### src/rtl/trng_pool_pkg.sv
// Shared types and defaults for the TRNG key pool.
// State encoding plus default geometry constants.
package trng_pool_pkg;

  typedef enum logic [1:0] {
    ST_WAIT  = 2'd0,
    ST_CHECK = 2'd1,
    ST_FAIL  = 2'd2
  } state_t;

  localparam int TRNG_WORD_W = 32;
  localparam int POOL_DEPTH  = 8;
  localparam int REP_LIMIT   = 3;
  localparam int POP_MIN     = 8;
  localparam int REJ_CNT_W   = 8;

endpackage

### src/rtl/trng_key_fifo.sv
// Show-ahead FIFO holding health-checked key words.
// Flush wins over a same-cycle push or pop.
module trng_key_fifo #(
  parameter int WORD_W = 32,
  parameter int DEPTH  = 8,
  localparam int AW    = $clog2(DEPTH)
) (
  input  logic              clk,
  input  logic              rst_n,
  input  logic              push,
  input  logic              pop,
  input  logic              flush,
  input  logic [WORD_W-1:0] wdata,
  output logic [WORD_W-1:0] rdata,
  output logic              full,
  output logic              empty,
  output logic [AW:0]       level
);

  localparam logic [AW:0] FULL_LVL = (AW+1)'(DEPTH);

  logic [WORD_W-1:0] mem [DEPTH];
  logic [AW-1:0]     wr_ptr;
  logic [AW-1:0]     rd_ptr;
  logic [AW:0]       count;
  logic              do_push;
  logic              do_pop;

  assign full    = (count == FULL_LVL);
  assign empty   = (count == '0);
  assign level   = count;
  assign do_push = push & ~full;
  assign do_pop  = pop & ~empty;
  // Head reads as zero when empty so the output has a defined reset value.
  assign rdata   = empty ? '0 : mem[rd_ptr];

  always_ff @(posedge clk or negedge rst_n) begin
    if (!rst_n) begin
      wr_ptr <= '0;
      rd_ptr <= '0;
      count  <= '0;
    end else if (flush) begin
      wr_ptr <= '0;
      rd_ptr <= '0;
      count  <= '0;
    end else begin
      if (do_push) wr_ptr <= wr_ptr + 1'b1;
      if (do_pop)  rd_ptr <= rd_ptr + 1'b1;
      unique case ({do_push, do_pop})
        2'b10:   count <= count + 1'b1;
        2'b01:   count <= count - 1'b1;
        default: count <= count;
      endcase
    end
  end

  always_ff @(posedge clk) begin
    if (do_push && !flush) mem[wr_ptr] <= wdata;
  end

endmodule

### src/rtl/trng_key_pool.sv
// Harvests TRNG words, health-tests them and serves
// passing words as key material through a FIFO.
module trng_key_pool #(
  parameter int WORD_W    = trng_pool_pkg::TRNG_WORD_W,
  parameter int DEPTH     = trng_pool_pkg::POOL_DEPTH,
  parameter int REP_LIMIT = trng_pool_pkg::REP_LIMIT,
  parameter int POP_MIN   = trng_pool_pkg::POP_MIN
) (
  input  logic                     wb_clk_i,
  input  logic                     rst_ni,
  input  logic                     trng_valid_i,
  input  logic [WORD_W-1:0]        trng_data_i,
  input  logic                     clear_i,
  input  logic                     key_ready_i,
  output logic                     key_valid_o,
  output logic [WORD_W-1:0]        key_data_o,
  output logic [$clog2(DEPTH):0]   level_o,
  output logic                     health_fail_o,
  output logic [7:0]               reject_cnt_o
);

  import trng_pool_pkg::*;

  localparam int GW = $clog2(WORD_W);
  localparam int RW = $clog2(REP_LIMIT + 1);
  localparam logic [GW-1:0] GAP_MAX = GW'(WORD_W - 1);
  localparam logic [RW-1:0] REP_MAX = RW'(REP_LIMIT);

  state_t                 state;
  state_t                 state_nx;
  logic [GW-1:0]          gap;
  logic [WORD_W-1:0]      cand;
  logic [WORD_W-1:0]      last;
  logic [RW-1:0]          rep_cnt;
  logic [RW-1:0]          rep_nx;
  logic [REJ_CNT_W-1:0]   reject_cnt;
  int                     ones;
  logic                   pass;
  logic                   rep_hit;
  logic                   in_check;
  logic                   capture;
  logic                   push;
  logic                   pop;
  logic                   full;
  logic                   empty;

  assign in_check = (state == ST_CHECK);
  assign capture  = (state == ST_WAIT) & trng_valid_i
                  & (gap == '0) & ~full & ~clear_i;
  assign ones     = $countones(cand);
  assign pass     = (ones >= POP_MIN) && (ones <= WORD_W - POP_MIN);
  assign rep_nx   = (cand == last) ? rep_cnt + 1'b1 : RW'(1);
  assign rep_hit  = pass & (rep_nx == REP_MAX);
  assign push     = in_check & pass & ~rep_hit & ~clear_i;
  assign pop      = key_valid_o & key_ready_i;

  always_ff @(posedge wb_clk_i or negedge rst_ni) begin
    if (!rst_ni) state <= ST_WAIT;
    else         state <= state_nx;
  end

  always_comb begin
    state_nx = state;
    if (clear_i) begin
      state_nx = ST_WAIT;
    end else begin
      unique case (state)
        ST_WAIT:  if (capture) state_nx = ST_CHECK;
        ST_CHECK: state_nx = rep_hit ? ST_FAIL : ST_WAIT;
        ST_FAIL:  state_nx = ST_FAIL;
        default:  state_nx = ST_WAIT;
      endcase
    end
  end

  always_comb begin
    health_fail_o = (state == ST_FAIL);
    key_valid_o   = ~empty & ~health_fail_o;
    reject_cnt_o  = reject_cnt;
  end

  // Rejected words leave the repetition history untouched.
  always_ff @(posedge wb_clk_i or negedge rst_ni) begin
    if (!rst_ni) begin
      gap        <= GAP_MAX;
      cand       <= '0;
      last       <= '0;
      rep_cnt    <= '0;
      reject_cnt <= '0;
    end else if (clear_i) begin
      gap        <= GAP_MAX;
      last       <= '0;
      rep_cnt    <= '0;
      reject_cnt <= '0;
    end else begin
      if (capture) begin
        cand <= trng_data_i;
        gap  <= GAP_MAX;
      end else if (gap != '0) begin
        gap <= gap - 1'b1;
      end
      if (in_check && pass) begin
        rep_cnt <= rep_nx;
        last    <= cand;
      end
      if (in_check && !pass && reject_cnt != '1)
        reject_cnt <= reject_cnt + 1'b1;
    end
  end

  trng_key_fifo #(
    .WORD_W (WORD_W),
    .DEPTH  (DEPTH)
  ) u_fifo (
    .clk   (wb_clk_i),
    .rst_n (rst_ni),
    .push  (push),
    .pop   (pop),
    .flush (clear_i),
    .wdata (cand),
    .rdata (key_data_o),
    .full  (full),
    .empty (empty),
    .level (level_o)
  );

endmodule
### config.mk
export PLATFORM = sky130hd
export DESIGN_NAME = trng_key_pool
export DESIGN_NICKNAME = d
export VERILOG_FILES = /design/src/rtl/trng_pool_pkg.sv /design/src/rtl/trng_key_fifo.sv /design/src/rtl/trng_key_pool.sv
export SDC_FILE = /design/constraint.sdc
export NUM_CORES = 1
export LEC_CHECK = 0
export ABC_AREA = 1
export CAP_MARGIN = 20
export CORE_ASPECT_RATIO = 0.75
export CORE_UTILIZATION = 49
export CTS_BUF_LIST = sky130_fd_sc_hd__clkbuf_8
export DETAILED_ROUTE_END_ITERATION = 10
export PLACE_DENSITY = 0.7
export SLEW_MARGIN = 10
export SYNTH_ARGS = -nofsm -noshare
export SYNTH_HDL_FRONTEND = slang
export SYNTH_SLANG_ARGS = --single-unit
### constraint.sdc
create_clock -name wb_clk_i -period 6.54 [get_ports wb_clk_i]
set_clock_uncertainty 0.2 [all_clocks]
set_input_delay 0.981 -clock wb_clk_i [delete_from_list [all_inputs] [get_ports wb_clk_i]]
set_output_delay 0.981 -clock wb_clk_i [all_outputs]
set_load 0.01 [all_outputs]
## Word-level counts from Yosys, hierarchy flattened

Memories as Yosys holds them, arrays and structs flattened.
Index checks and enable logic that the tools add are counted.

| operators by class | value |
|---|---|
| add/subtract/negate cells | 38 |
| magnitude comparators | 2 |
| equal/unequal tests | 9 |
| mux-type cells | 23 |
| bitwise gates (word level) | 17 |
| reduce and logical (&&, ||, !) cells | 18 |

Operators by type and width:

| kind | number |
|---|---|
| $mux W32 | 3 |
| $add A1 B1 Y2 | 16 |
| $eq A32 B32 Y1 | 1 |
| $add A2 B2 Y3 | 8 |
| $add A3 B3 Y4 | 4 |
| $mux W8 | 2 |
| $mux W5 | 3 |
| $and A1 B1 Y1 | 12 |
| $mux W2 | 6 |
| $mux W3 | 4 |
| $add A4 B4 Y5 | 2 |
| $add A8 B1 Y8 const B | 1 |
| $ne A8 B8 Y1 const B | 1 |
| $pmux W4 S2 | 1 |
| $reduce_bool A2 Y1 | 4 |
| $add A3 B1 Y3 const B | 2 |
| $add A5 B5 Y6 | 1 |
| $eq A2 B2 Y1 const B | 3 |
| $ge A6 B4 Y1 const B | 1 |
| $le A6 B5 Y1 const B | 1 |
| $pmux W2 S3 | 1 |
| $reduce_bool A3 Y1 | 2 |
| $logic_and A1 B1 Y1 | 5 |
| $logic_not A5 Y1 | 1 |
| 15 further kinds | 22 |

| word-level totals | value |
|---|---|
| register bits | 91 |
| RAM bits | 256 |
| memories | 1 |

Memory list:

| name | words | bits a word | rd ports | clocked after Yosys merged registers in | write ports | RTL line | text |
|---|---|---|---|---|---|---|---|
| u_fifo.mem | 8 | 32 | 1 | 0 | 1 | trng_key_fifo.sv:22 | `logic [WORD_W-1:0] mem [DEPTH];` |

## Depth between registers and ports, before layout

Gate-level depths: netlist of run 1.

| depth | value |
|---|---|
| word-level depth | 15 |
| gate-level depth with buffers | 30 |
| depth with buffers taken out | 30 |

## By module

A second synthesis of run 1 with hierarchy kept.

| unflattened totals | value |
|---|---|
| cells, all modules | 1414 |
| area total of the unflattened synthesis | 15518.6 um^2 |

Modules (own cells, without submodules):

| module | instances | cells each | area an instance (um^2) | sequential area each (um^2) |
|---|---|---|---|---|
| trng_key_fifo | 1 | 823 | 10681.5 | 7937.6 |
| trng_key_pool | 1 | 591 | 4837.1 | 2033.2 |

## Worst setup path before layout of run 1

Ideal clock, no wire load.

| timing path | value |
|---|---|
| kind | flip-flop to flip-flop |
| start | reg cand[0] |
| end | mem u_fifo.mem[0][0], enable pin |
| library setup time | 0.421 ns |
| data arrival time | 6.399 ns |
| data required time | 5.919 ns |
| slack | -0.480 ns |
| stages on the path, launching flop included | 21 |
| period minus slack after synthesis | 7.020 ns |
| cell sequence | dfrtp_1 > inv_1 > fa_1 > fa_1 > fa_1 > fa_1 > fa_1 > fa_1 > inv_1 > ha_1 > fa_1 > nand2_1 > nand2_1 > nand3_1 > nand2_1 > nand2_2 > nand4_4 > clkinv_4 > nand3_4 > or2_4 > nor2_1 |

| on the way | value |
|---|---|
| word-level cells in the longest chain between the ends | 15 |

RTL lines:

| item | RTL line | text |
|---|---|---|
| start, declared | trng_key_pool.sv:32 | `logic [WORD_W-1:0] cand;` |
| start signal, assigned | trng_key_pool.sv:97 | `cand <= trng_data_i;` |
| $add A1 B1 Y2 (implied by the code) | trng_key_pool.sv:50 | `assign ones = $countones(cand);` |
| $add A2 B2 Y3 (implied by the code) | trng_key_pool.sv:50 |  |
| $add A3 B3 Y4 (implied by the code) | trng_key_pool.sv:50 |  |
| $add A4 B4 Y5 (implied by the code) | trng_key_pool.sv:50 |  |
| $add A5 B5 Y6 (implied by the code) | trng_key_pool.sv:50 |  |
| $ge A6 B4 Y1 / $le A6 B5 Y1 (equally long branches) | trng_key_pool.sv:51 | `assign pass = (ones >= POP_MIN) && (ones <= WORD_W - POP_MIN);` |
| $logic_and A1 B1 Y1 | trng_key_pool.sv:51 |  |
| $and A1 B1 Y1 | trng_key_pool.sv:53 | `assign rep_hit = pass & (rep_nx == REP_MAX);` |
| $not A1 Y1 | trng_key_pool.sv:54 | `assign push = in_check & pass & ~rep_hit & ~clear_i;` |
| $and A1 B1 Y1 * (2 in series) | trng_key_pool.sv:54 |  |
| $and A1 B1 Y1 * | trng_key_fifo.sv:32 | `assign do_push = push & ~full;` |
| $logic_and A1 B1 Y1 * | trng_key_fifo.sv:58 | `if (do_push && !flush) mem[wr_ptr] <= wdata;` |
| $mux W1 * | trng_key_fifo.sv:58 |  |
| $mux W1 (implied by the code) * | trng_key_fifo.sv:58 |  |
| end, declared | trng_key_fifo.sv:22 |  |

Every way passes the cells marked *; elsewhere a longest branch is shown, timed or not.

## Worst setup path after layout of run 1

| timing path | value |
|---|---|
| start | reg cand[11] |
| end | reg u_fifo.count[3] (netlist: u_fifo.level[3]) |

| on the way | value |
|---|---|
| word-level cells in the longest chain between the ends | 15 |

RTL lines:

| item | RTL line | text |
|---|---|---|
| $add A1 B1 Y2 (implied by the code) | trng_key_pool.sv:50 |  |
| $add A2 B2 Y3 (implied by the code) | trng_key_pool.sv:50 |  |
| $add A3 B3 Y4 (implied by the code) | trng_key_pool.sv:50 |  |
| $add A4 B4 Y5 (implied by the code) | trng_key_pool.sv:50 |  |
| $add A5 B5 Y6 (implied by the code) | trng_key_pool.sv:50 |  |
| $ge A6 B4 Y1 / $le A6 B5 Y1 (equally long branches) | trng_key_pool.sv:51 |  |
| $logic_and A1 B1 Y1 | trng_key_pool.sv:51 |  |
| $and A1 B1 Y1 | trng_key_pool.sv:53 |  |
| $not A1 Y1 | trng_key_pool.sv:54 |  |
| $and A1 B1 Y1 * (2 in series) | trng_key_pool.sv:54 |  |
| $and A1 B1 Y1 * | trng_key_fifo.sv:32 |  |
| $eq A2 B1 Y1 / $eq A2 B2 Y1 (equally long branches) | trng_key_fifo.sv:49 | `unique case ({do_push, do_pop})` |
| $pmux W4 S2 | trng_key_fifo.sv:49 |  |
| $mux W4 | trng_key_fifo.sv:42 | `end else if (flush) begin` |
| end signal, assigned | trng_key_fifo.sv:50 | `2'b10: count <= count + 1'b1;` |
| end signal, assigned | trng_key_fifo.sv:51 | `2'b01: count <= count - 1'b1;` |
| end signal, assigned | trng_key_fifo.sv:52 | `default: count <= count;` |
| end, declared | trng_key_fifo.sv:25 | `logic [AW:0] count;` |

Marked as above.
A chain may end at the register's enable or synchronous reset.

==> impl_metrics.py, run 1 <==
metrics = {
    "status": {
        "outcome": "completed",
    },
    "power_and_ir_drop": {
        "clockPowerShare_pct": 30.5,
        "power-per-cell-area_nw_per_um2": 299,
        "p_switching_uw": 1610,
        "combPwrFrac_pct": 24.4,
        "internal_power_uw": 3720,
        "leakagePower_uw": 0.00595,
        "vdd_ir_drop_max_mv": 0.186,
        "pwr-share-seq_pct": 45.0,
        "p_sw_share_pct": 30.2,
    },
    "global_routing": {
        "grt_pass1_vias": 10400,
        "grt_pass1_wl_um": 56900,
        "grt-ovfl-total": 0,
        "grt_max_degree": 105,
        "antenna_found_initial": 2,
        "grtUsageTotal_pct": 23.5,
    },
    "clocking": {
        "cts_hold_buf": 0,
        "ctsHtreeMaxLevel": 2,
        "clk_pin_slew_worst_paths_ps": 60,
        "cts_root_buf": "clkbuf_8",
        "clock_latency_ps": 590,
        "max-clock-path-buffers": 3,
        "cts_tree": "done",
        "cts_num_sinks": 347,
        "cts_buffers": 52,
    },
    "critical_path": {
        "worst-path-buf-inv": 5,
        "worst_setup_path_start_kind": "flip-flop",
        "arrival_ps": 6480,
        "crit_type": "reg -> reg",
        "crit_top_cell": "nand2_1",
        "critPathCaptureType": "flip-flop",
        "critPathTopFamily": "adder cells",
        "worst-path-max-fanout": 6,
        "cp_slowest_stage_delay_ps": 560,
        "cp_slowest_cell": "fa_1",
        "crit_required_ps": 6800,
    },
    "synthesis": {
        "synth.top_cell.area_share_pct": 50.4,
        "syn-num-nets": 1472,
        "synthTopCellsByCount": "edfxtp_1, nor2_1, o21ai_0",
        "synth_most_common_cell": "edfxtp_1",
        "synth_cells": 1397,
        "synth-seq-area-share_pct": 65.4,
        "postSynth.asyncResetShare_pct": 26.2,
        "synth_area_leaders": "edfxtp_1, dfrtp_1, o21ai_0, nor2_1, nand2_1",
        "syn_avg_cell_area_sq_um": 10.9,
        "synth_top_area_cell": "edfxtp_1",
        "ys_seq_elements": 347,
        "synth_ff_type": "edfxtp_1",
        "synth-edff-count": 256,
        "synth_warnings": 0,
        "syn_area_sq_um": 15300,
        "ys_types": 35,
    },
    "timing": {
        "worst_pin_slew_ps": 1130,
        "setup_viol": 0,
        "fmax_mhz": 161,
        "period_minus_slack_ps": 6220,
        "whs_ps": 151,
        "drv_slew": 0,
        "period_share_pct": 95.1,
        "rsz0062_at_grt": "yes",
        "timing.final.hold_violations": 0,
        "max-slew-margin-rel_pct": 24.7,
    },
    "placement": {
        "portBuffers": 82,
        "placed_cell_area_sq_um": 16800,
        "place.gp.congestion": 0.855,
        "hpwl_um": 22600,
    },
    "floorplan": {
        "chipHeight_um": 155,
        "start_util_pct": 50.2,
        "die-area_sq_um": 31900,
        "rows": 55,
        "die_w_um": 206,
        "core_sq_um": 30400,
        "ios": 83,
    },
    "finish": {
        "antenna_cells": 0,
        "nNetsFinal": 1591,
        "areaGrowthSynthToFinish_pct": 16.8,
        "fill_cells": 2505,
        "fin_area_sq_um": 17800,
        "layout-drive-gt1-share_pct": 9.84,
    },
    "route": {
        "route.detailed.drc": 0,
        "viasPerCell": 5.50,
        "drtIter0Drc": 910,
        "detail_route.wl_per_cell_um": 18.7,
        "ant_nets": 0,
        "num_vias": 10700,
        "dr.pass1.iters": 5,
        "drt_wl_total_um": 36500,
    },
    "worst_hold_path": {
        "hold_path.class": "in -> async",
    },
    "job": {
        "maxCapViolCount": 0,
    },
}
==> sequential cells by signal, indices dropped and copies added (netlist names) <==
register and cells:
last 32, u_fifo.mem 256, u_fifo.wr_ptr 3, rep_cnt 2
reject_cnt_o 8, gap 5, cand 32, u_fifo.level 4
u_fifo.rd_ptr 3, state 2
==> worst register-to-register path: cells and delay by family (launching register included) <==
family        cells  cell delay, ps
simple gates     14            1190
xor+xnor          1             170
flops             1             350
buf+inv           5             390
fa+ha+maj         9            3800
==> cell type report <==
class                   instances  area [sq um]  share of cell area [%]
clock buffers                  55           757                    4.25
clock inverters                38           181                    1.02
inverters                     120           457                    2.56
multi-input cells             861          4650                    26.1
flip-flops and latches        347          9980                    56.0
well taps                     399           499                    2.80
repair buffers                134          1310                    7.34
==> logic make-up after synthesis <==
kind of cell	share of synthesized area (%)
xor+xnor	1.21
buf+inv	4.81
compound gates	11.3
fa+ha+maj	4.35
flops	65.4
mux	0.0738
simple gates	12.9
==> metrics by stage <==
stage | util (%) | worst slack, ps | std cells | power (uW) | setup TNS, ps
3_3_place_gp | 55.3 | 230 | 1855 | 3730 | 0
5_1_grt | 58.6 | -25.2 | 1954 | 5580 | -25.2
6_report | 58.6 | 320 | 1954 | 5320 | 0
4_1_cts | 58.4 | 36.6 | 1948 | 5350 | 0
3_5_place_dp | 55.3 | 93.4 | 1855 | 3740 | 0
2_1_floorplan | - | -480 | 1397 | 3120 | -91760
==> final timing paths <==
path                          start               to  slack [ps]  depth (start not counted)
min reg2reg                  gap[4]           gap[4]         280                          2
max reg2reg                cand[11]  u_fifo.level[3]         320                         29
max in group asynchronous    rst_ni         cand[18]        4860                          2
min in group wb_clk_i        gap[4]           gap[4]         280                          2
max                        cand[11]  u_fifo.level[3]         320                         29
min                          rst_ni  reject_cnt_o[0]         150                          1
==> layer usage <==
| layer | part of all wire (%) | up-vias | global-route usage, % |
|---|---|---|---|
| li1 | - | 5067 | - |
| met3 | 9.5 | 62 | 5.12 |
| met5 | 0 | - | 0 |
| met2 | 45 | 438 | 35.6 |
| met4 | 1.8 | 0 | 6.17 |
| met1 | 44 | 5177 | 34.4 |
==> power groups by stage <==
| stage | sequential, uW | clock, uW | combinational (uW) |
|---|---|---|---|
| final | 2400 | 1620 | 1300 |
| after detailed placement | 2440 | 0 | 1300 |
| after floorplan | 2420 | 0 | 691 |
| after global routing | 2400 | 1750 | 1430 |
| after global placement | 2440 | 0 | 1290 |
| after CTS | 2400 | 1650 | 1310 |
==> cell usage in the layout (no fill, tap or decap), drive strengths merged, types with 3 or more instances in the layout <==
cell,netlist,final
a21oi,10,10
a31oi,35,35
buf,17,53
clkbuf,52,55
clkdlybuf4s50,0,81
clkinv,1,21
dfrtp,86,86
dfstp,5,5
edfxtp,256,256
fa,25,25
ha,13,13
inv,119,136
nand2,177,177
nand3,41,41
nand4,11,11
nor2,249,249
nor3,4,4
o21ai,210,210
o22ai,55,55
o31ai,3,3
xnor2,12,12
xor2,9,9
==> repair_timing <==
| item | in CTS | in global routing |
|---|---|---|
| setup buffers | 0 | 6 |
| endpoints found under the setup margin | 0 | 122 |
| resized for setup | 0 | 8 |
(Power assumes the default switching activity.)
==> run 2: changes to the inputs <==
--- a/config.mk
+++ b/config.mk
@@ -8,6 +8,7 @@
 export ABC_AREA = 1
 export CAP_MARGIN = 20
 export CORE_ASPECT_RATIO = 0.75
+export CORE_MARGIN = 8
 export CORE_UTILIZATION = 49
 export CTS_BUF_LIST = sky130_fd_sc_hd__clkbuf_8
 export DETAILED_ROUTE_END_ITERATION = 10
==> run 2 against run 1 <==
Non-clock buffer count down 6. Die area up 16%. Routed wire length up 1.5%. Largest power group unchanged. Highest routed layer unchanged.
==> impl_metrics.py, run 2 (same netlist as run 1, synthesis figures left out) <==
metrics = {
    "timing": {
        "max-slew-margin-rel_pct": 34.9,
        "fmax_mhz": 159,
        "worst_pin_slew_ps": 977,
        "drv_slew": 0,
        "period_minus_slack_ps": 6290,
        "whs_ps": 276,
        "rsz0062_at_grt": "yes",
        "setup_viol": 0,
        "period_share_pct": 96.2,
        "timing.final.hold_violations": 0,
    },
    "power_and_ir_drop": {
        "power-per-cell-area_nw_per_um2": 300,
        "leakagePower_uw": 0.00596,
        "vdd_ir_drop_max_mv": 0.189,
    },
    "global_routing": {
        "met3_usage_pct": 3.55,
        "use_met2_pct": 31.0,
        "grt_pass1_wl_um": 58300,
        "grtUsageTotal_pct": 20.0,
        "grt_max_degree": 84,
        "grt_pass1_vias": 10500,
        "grt-busiest-layer": "met2",
        "antenna_found_initial": 1,
        "use_met1_pct": 29.3,
        "grt-ovfl-total": 0,
    },
    "route": {
        "num_vias": 10600,
        "drtIter0Drc": 852,
        "route.detailed.drc": 0,
        "dr.pass1.iters": 5,
        "detail_route.wl_per_cell_um": 18.9,
        "drt_wl_total_um": 37100,
        "viasPerCell": 5.41,
        "ant_nets": 0,
    },
    "critical_path": {
        "arrival_ps": 6580,
        "worst_setup_path_start_kind": "flip-flop",
        "critPathCaptureType": "flip-flop",
        "worst-path-max-fanout": 4,
        "crit_required_ps": 6830,
        "crit_type": "reg -> reg",
    },
    "clocking": {
        "max-clock-path-buffers": 3,
        "clock_latency_ps": 610,
        "cts_num_sinks": 347,
        "cts_buffers": 53,
        "cts_tree": "done",
        "cts_root_buf": "clkbuf_8",
        "ctsHtreeMaxLevel": 2,
        "clk_pin_slew_worst_paths_ps": 70,
    },
    "placement": {
        "placed_cells": 1854,
        "hpwl_um": 22600,
        "portBuffers": 82,
        "place.gp.congestion": 0.885,
        "placed_cell_area_sq_um": 16800,
    },
    "finish": {
        "fin_util_pct": 57.7,
        "largest_register_ffs": 256,
        "layout-drive-gt1-share_pct": 10.0,
        "final_common_cell": "edfxtp_1",
        "nNetsFinal": 1586,
        "top_regs": "u_fifo.mem (256), cand (32), last (32)",
        "fill_cells": 2567,
        "regMostFlops": "u_fifo.mem",
        "areaGrowthSynthToFinish_pct": 17.2,
        "final_cells": 1963,
        "layout_common_cells": "edfxtp_1, nor2_1, o21ai_0, nand2_1, inv_1",
        "fin_area_sq_um": 17900,
    },
    "status": {
        "outcome": "completed",
    },
    "floorplan": {
        "die_w_um": 220,
        "chipHeight_um": 169,
        "start_util_pct": 49.3,
        "core_sq_um": 31000,
        "ios": 83,
        "rows": 56,
        "die-area_sq_um": 37100,
    },
    "job": {
        "maxCapViolCount": 0,
    },
    "worst_hold_path": {
        "hold_path.class": "reg -> reg",
    },
}
[run 2: cell count changes in the layout (fill, tap and decap cells not counted), moves of 2 or more]
cell,previous run,this run
buf_4,45,36
inv_1,130,134
clkbuf_8,55,57
clkinv_1,16,14
clkinv_8,0,2
inv_2,5,7
[run 2: where the power goes]
part           total, uW  internal [uW]  switching [uW]  leakage (uW)
combinational       1300            549             752       0.00288
clock               1650            807             838      0.000580
sequential          2420           2360            61.9       0.00250
total               5370           3720            1650       0.00596
[run 2: worst max-delay path, cell delays in order, from the launching register on]
cell and delay, ps:
dfrtp_1 400, fa_1 550, inv_1 60, fa_1 550, fa_1 440, fa_1 470, fa_1 550, fa_1 420
inv_1 70, ha_2 200, fa_2 440, nor2_1 160, o21ai_2 80, nand3_2 110, nand4_4 110, clkinv_4 100
nand3_4 90, nand2_4 110, inv_1 90, ha_4 300, nand3_1 90, nand2_2 100, xor2_2 160, inv_1 60
nand3_1 90, nand2_1 60, nand2_1 50, nand2_1 50
[run 2: worst paths after layout]
kind                       startpoint         endpoint  slack, ps  depth (start not counted)
setup / recovery             cand[17]  u_fifo.level[3]        250                         27
hold / removal                 gap[4]           gap[4]        280                          2
setup reg to reg             cand[17]  u_fifo.level[3]        250                         27
hold reg to reg                gap[4]           gap[4]        280                          2
max in group asynchronous      rst_ni           gap[4]       4580                          4
min in group asynchronous      rst_ni  reject_cnt_o[5]        550                          2
[run 2: cell type report]
cell class                 count  area (sq um)  share of cell area, %
clock inverter                43           194                   1.08
timing repair buffer         128          1300                   7.26
clock buffer                  57           785                   4.39
antenna                        1          2.50                 0.0140
tap                          406           508                   2.84
inverter                     120           457                   2.55
sequential                   347          9980                   55.8
multi-input combinational    861          4660                   26.1
[run 2: repair_timing]
item                       CTS  global route
hold endpoints to repair     8             0
pin swaps                    0             9
resized for setup            1            14
hold buffers                 1             0
setup buffers                0             6
setup endpoints to repair    1           129
[run 2: metrics by stage]
stage	setup TNS, ps	total power, uW	worst slack [ps]
global placement	0	3740	193
global route	-59.9	5630	-59.9
finish	0	5370	251
detailed placement	0	3760	19.9
CTS	0	5400	5.74
floorplan	-91760	3120	-480
[run 2: metal layers]
metal	up-vias	part of all wire, %
met2	330	46
met3	49	7.1
met1	5170	46
met5	-	0
li1	5062	-
met4	0	1.6
==> run 3: changes to the inputs <==
--- a/config.mk
+++ b/config.mk
@@ -10,9 +10,9 @@
 export CORE_ASPECT_RATIO = 0.75
 export CORE_MARGIN = 8
 export CORE_UTILIZATION = 49
-export CTS_BUF_LIST = sky130_fd_sc_hd__clkbuf_8
+export CTS_BUF_LIST = sky130_fd_sc_hd__clkbuf_4
 export DETAILED_ROUTE_END_ITERATION = 10
-export PLACE_DENSITY = 0.7
+export PLACE_DENSITY = 0.74
 export SLEW_MARGIN = 10
 export SYNTH_ARGS = -nofsm -noshare
 export SYNTH_HDL_FRONTEND = slang
==> run 3 against run 2 <==
Register-to-register slack worse by 50 ps. Sequential power about the same. Setup slack worse by 51 ps. Power up 1.6%. Routed wire length down 1.2%. Via count up 2.2%. Global-route usage down 0.29 points. Core utilization up 0.17 points. Combinational power about the same. First-iteration DRC count down 3.2%. Final area up 0.29%. Sequential cell count unchanged.
==> impl_metrics.py, run 3 (same netlist as run 1, synthesis figures left out) <==
metrics = {
    "timing": {
        "finalSetupTns_ps": 0,
        "setup_viol": 0,
        "drv_slew": 0,
        "period_minus_slack_ps": 6340,
        "fmax_mhz": 158,
        "rsz0062_at_grt": "yes",
        "period_share_pct": 96.9,
        "max-slew-margin-rel_pct": 34.5,
        "worst_pin_slew_ps": 981,
        "timing.final.hold_violations": 0,
    },
    "clocking": {
        "ctsHtreeMaxLevel": 3,
        "clock_latency_ps": 710,
        "cts_tree": "done",
        "cts_num_sinks": 347,
        "post_cts_buffers": 0,
        "cts_root_buf": "clkbuf_4",
        "cts_buffers": 83,
        "clk_pin_slew_worst_paths_ps": 80,
        "max-clock-path-buffers": 3,
    },
    "route": {
        "dr.pass1.iters": 5,
        "detail_route.wl_per_cell_um": 18.2,
        "route.met2.wl_um": 17400,
        "highest_layer": "met4",
        "drtIter0Drc": 825,
        "wl_met3_um": 2650,
        "route.detailed.drc": 0,
        "num_vias": 10800,
        "ant_nets": 0,
        "drt_wl_total_um": 36700,
        "drt-met1-wl_um": 16000,
        "viasPerCell": 5.39,
    },
    "floorplan": {
        "ios": 83,
        "core_sq_um": 31000,
        "die-area_sq_um": 37100,
        "start_util_pct": 49.3,
        "chipHeight_um": 169,
        "die_w_um": 220,
        "rows": 56,
    },
    "finish": {
        "areaGrowthSynthToFinish_pct": 17.6,
        "layout_common_cells": "edfxtp_1, nor2_1, o21ai_0, nand2_1, clkbuf_4",
        "largest_register_ffs": 256,
        "nNetsFinal": 1612,
        "layout-drive-gt1-share_pct": 13.5,
        "final_cells": 2011,
        "top_regs": "u_fifo.mem (256), cand (32), last (32)",
        "fill_cells": 2604,
        "fin_util_pct": 57.9,
        "regMostFlops": "u_fifo.mem",
        "final_common_cell": "edfxtp_1",
    },
    "global_routing": {
        "grt_pass1_vias": 10700,
        "antenna_found_initial": 1,
        "grtUsageTotal_pct": 19.7,
        "grt_max_degree": 68,
        "grt-ovfl-total": 0,
        "grt_pass1_wl_um": 57500,
    },
    "critical_path": {
        "worst_setup_path_start_kind": "flip-flop",
        "cp_slowest_stage_delay_ps": 560,
        "rrSetupSlack_ps": 200,
        "crit_required_ps": 6940,
        "worst-path-max-fanout": 6,
        "critPathCaptureType": "flip-flop",
        "cp_slowest_cell": "fa_1",
        "arrival_ps": 6740,
        "crit_type": "reg -> reg",
        "crit_top_cell": "nand2_1",
        "r2r_cells": 29,
    },
    "job": {
        "maxCapViolCount": 0,
    },
    "power_and_ir_drop": {
        "vdd_ir_drop_max_mv": 0.179,
        "power-per-cell-area_nw_per_um2": 304,
        "leakagePower_uw": 0.00599,
    },
    "placement": {
        "placed_cells": 1857,
        "portBuffers": 82,
        "hpwl_um": 22700,
        "place.gp.congestion": 0.868,
    },
    "status": {
        "outcome": "completed",
    },
    "worst_hold_path": {
        "hold_path.class": "reg -> reg",
        "hold-path-cell-count": 2,
    },
}
-- run 3: changes by cell type in the layout (fill, tap and decap cells not counted), sizes merged --
cell | previous run | this run
clkinv | 21 | 25
inv | 141 | 120
bufinv | 0 | 1
clkbuf | 57 | 125
buf | 46 | 42
-- run 3: layout make-up --
cell class              instances  area [sq um]  share of cell area (%)
flip-flops and latches        347          9980                    55.6
multi-input cells             861          4650                    25.9
clock buffers                 125           938                    5.23
clock inverters                27           143                   0.795
well taps                     406           508                    2.83
diodes                          1          2.50                  0.0140
repair buffers                124          1260                    7.03
inverters                     120           457                    2.55
-- run 3: power by group --
part / internal (uW) / leakage [uW] / switching [uW] / total (uW)
clock: 919 / 0.000639 / 840 / 1760
sequential: 2360 / 0.00250 / 58.7 / 2420
combinational: 542 / 0.00285 / 738 / 1280
total: 3820 / 0.00599 / 1640 / 5460
-- run 3: routing by layer --
layer  vias up  GRT usage [%]
met5         -              0
met4         0           5.78
met3        50           3.73
met2       403           31.0
met1      5220           27.7
li1       5173              -
-- run 3: worst paths after layout --
kind,startpoint,end
max in group asynchronous,rst_ni,last[5]
max,cand[17],u_fifo.level[3]
max reg2reg,cand[17],u_fifo.level[3]
min in group asynchronous,rst_ni,u_fifo.level[2]
min,gap[4],gap[4]
min reg2reg,gap[4],gap[4]
-- run 3: metrics by stage --
step | power [uW] | setup slack [ps] | area [sq um] | hold slack, ps
2_1_floorplan | 3120 | -480 | 15300 | 254
3_3_place_gp | 3730 | 152 | 16800 | 268
3_5_place_dp | 3750 | -34.6 | 16800 | 272
4_1_cts | 5510 | 28.1 | 17900 | 284
5_1_grt | 5740 | -114 | 17900 | 301
6_report | 5460 | 200 | 17900 | 285
-- run 3: repair_timing --
item,4_1_cts,5_1_grt
gates resized for setup,1,11
hold buffers,1,0
endpoints found under the hold margin,16,0
pin swaps,0,4
endpoints found under the setup margin,63,130
-- run 3: critical path: cells and delay by family (launching register included) --
family	cells	cell delay [ps]
xor gates and xnor gates	1	210
adders and majority gates	9	3890
buffers and inverters	5	400
DFF	1	400
and+or+nand+nor	14	1120
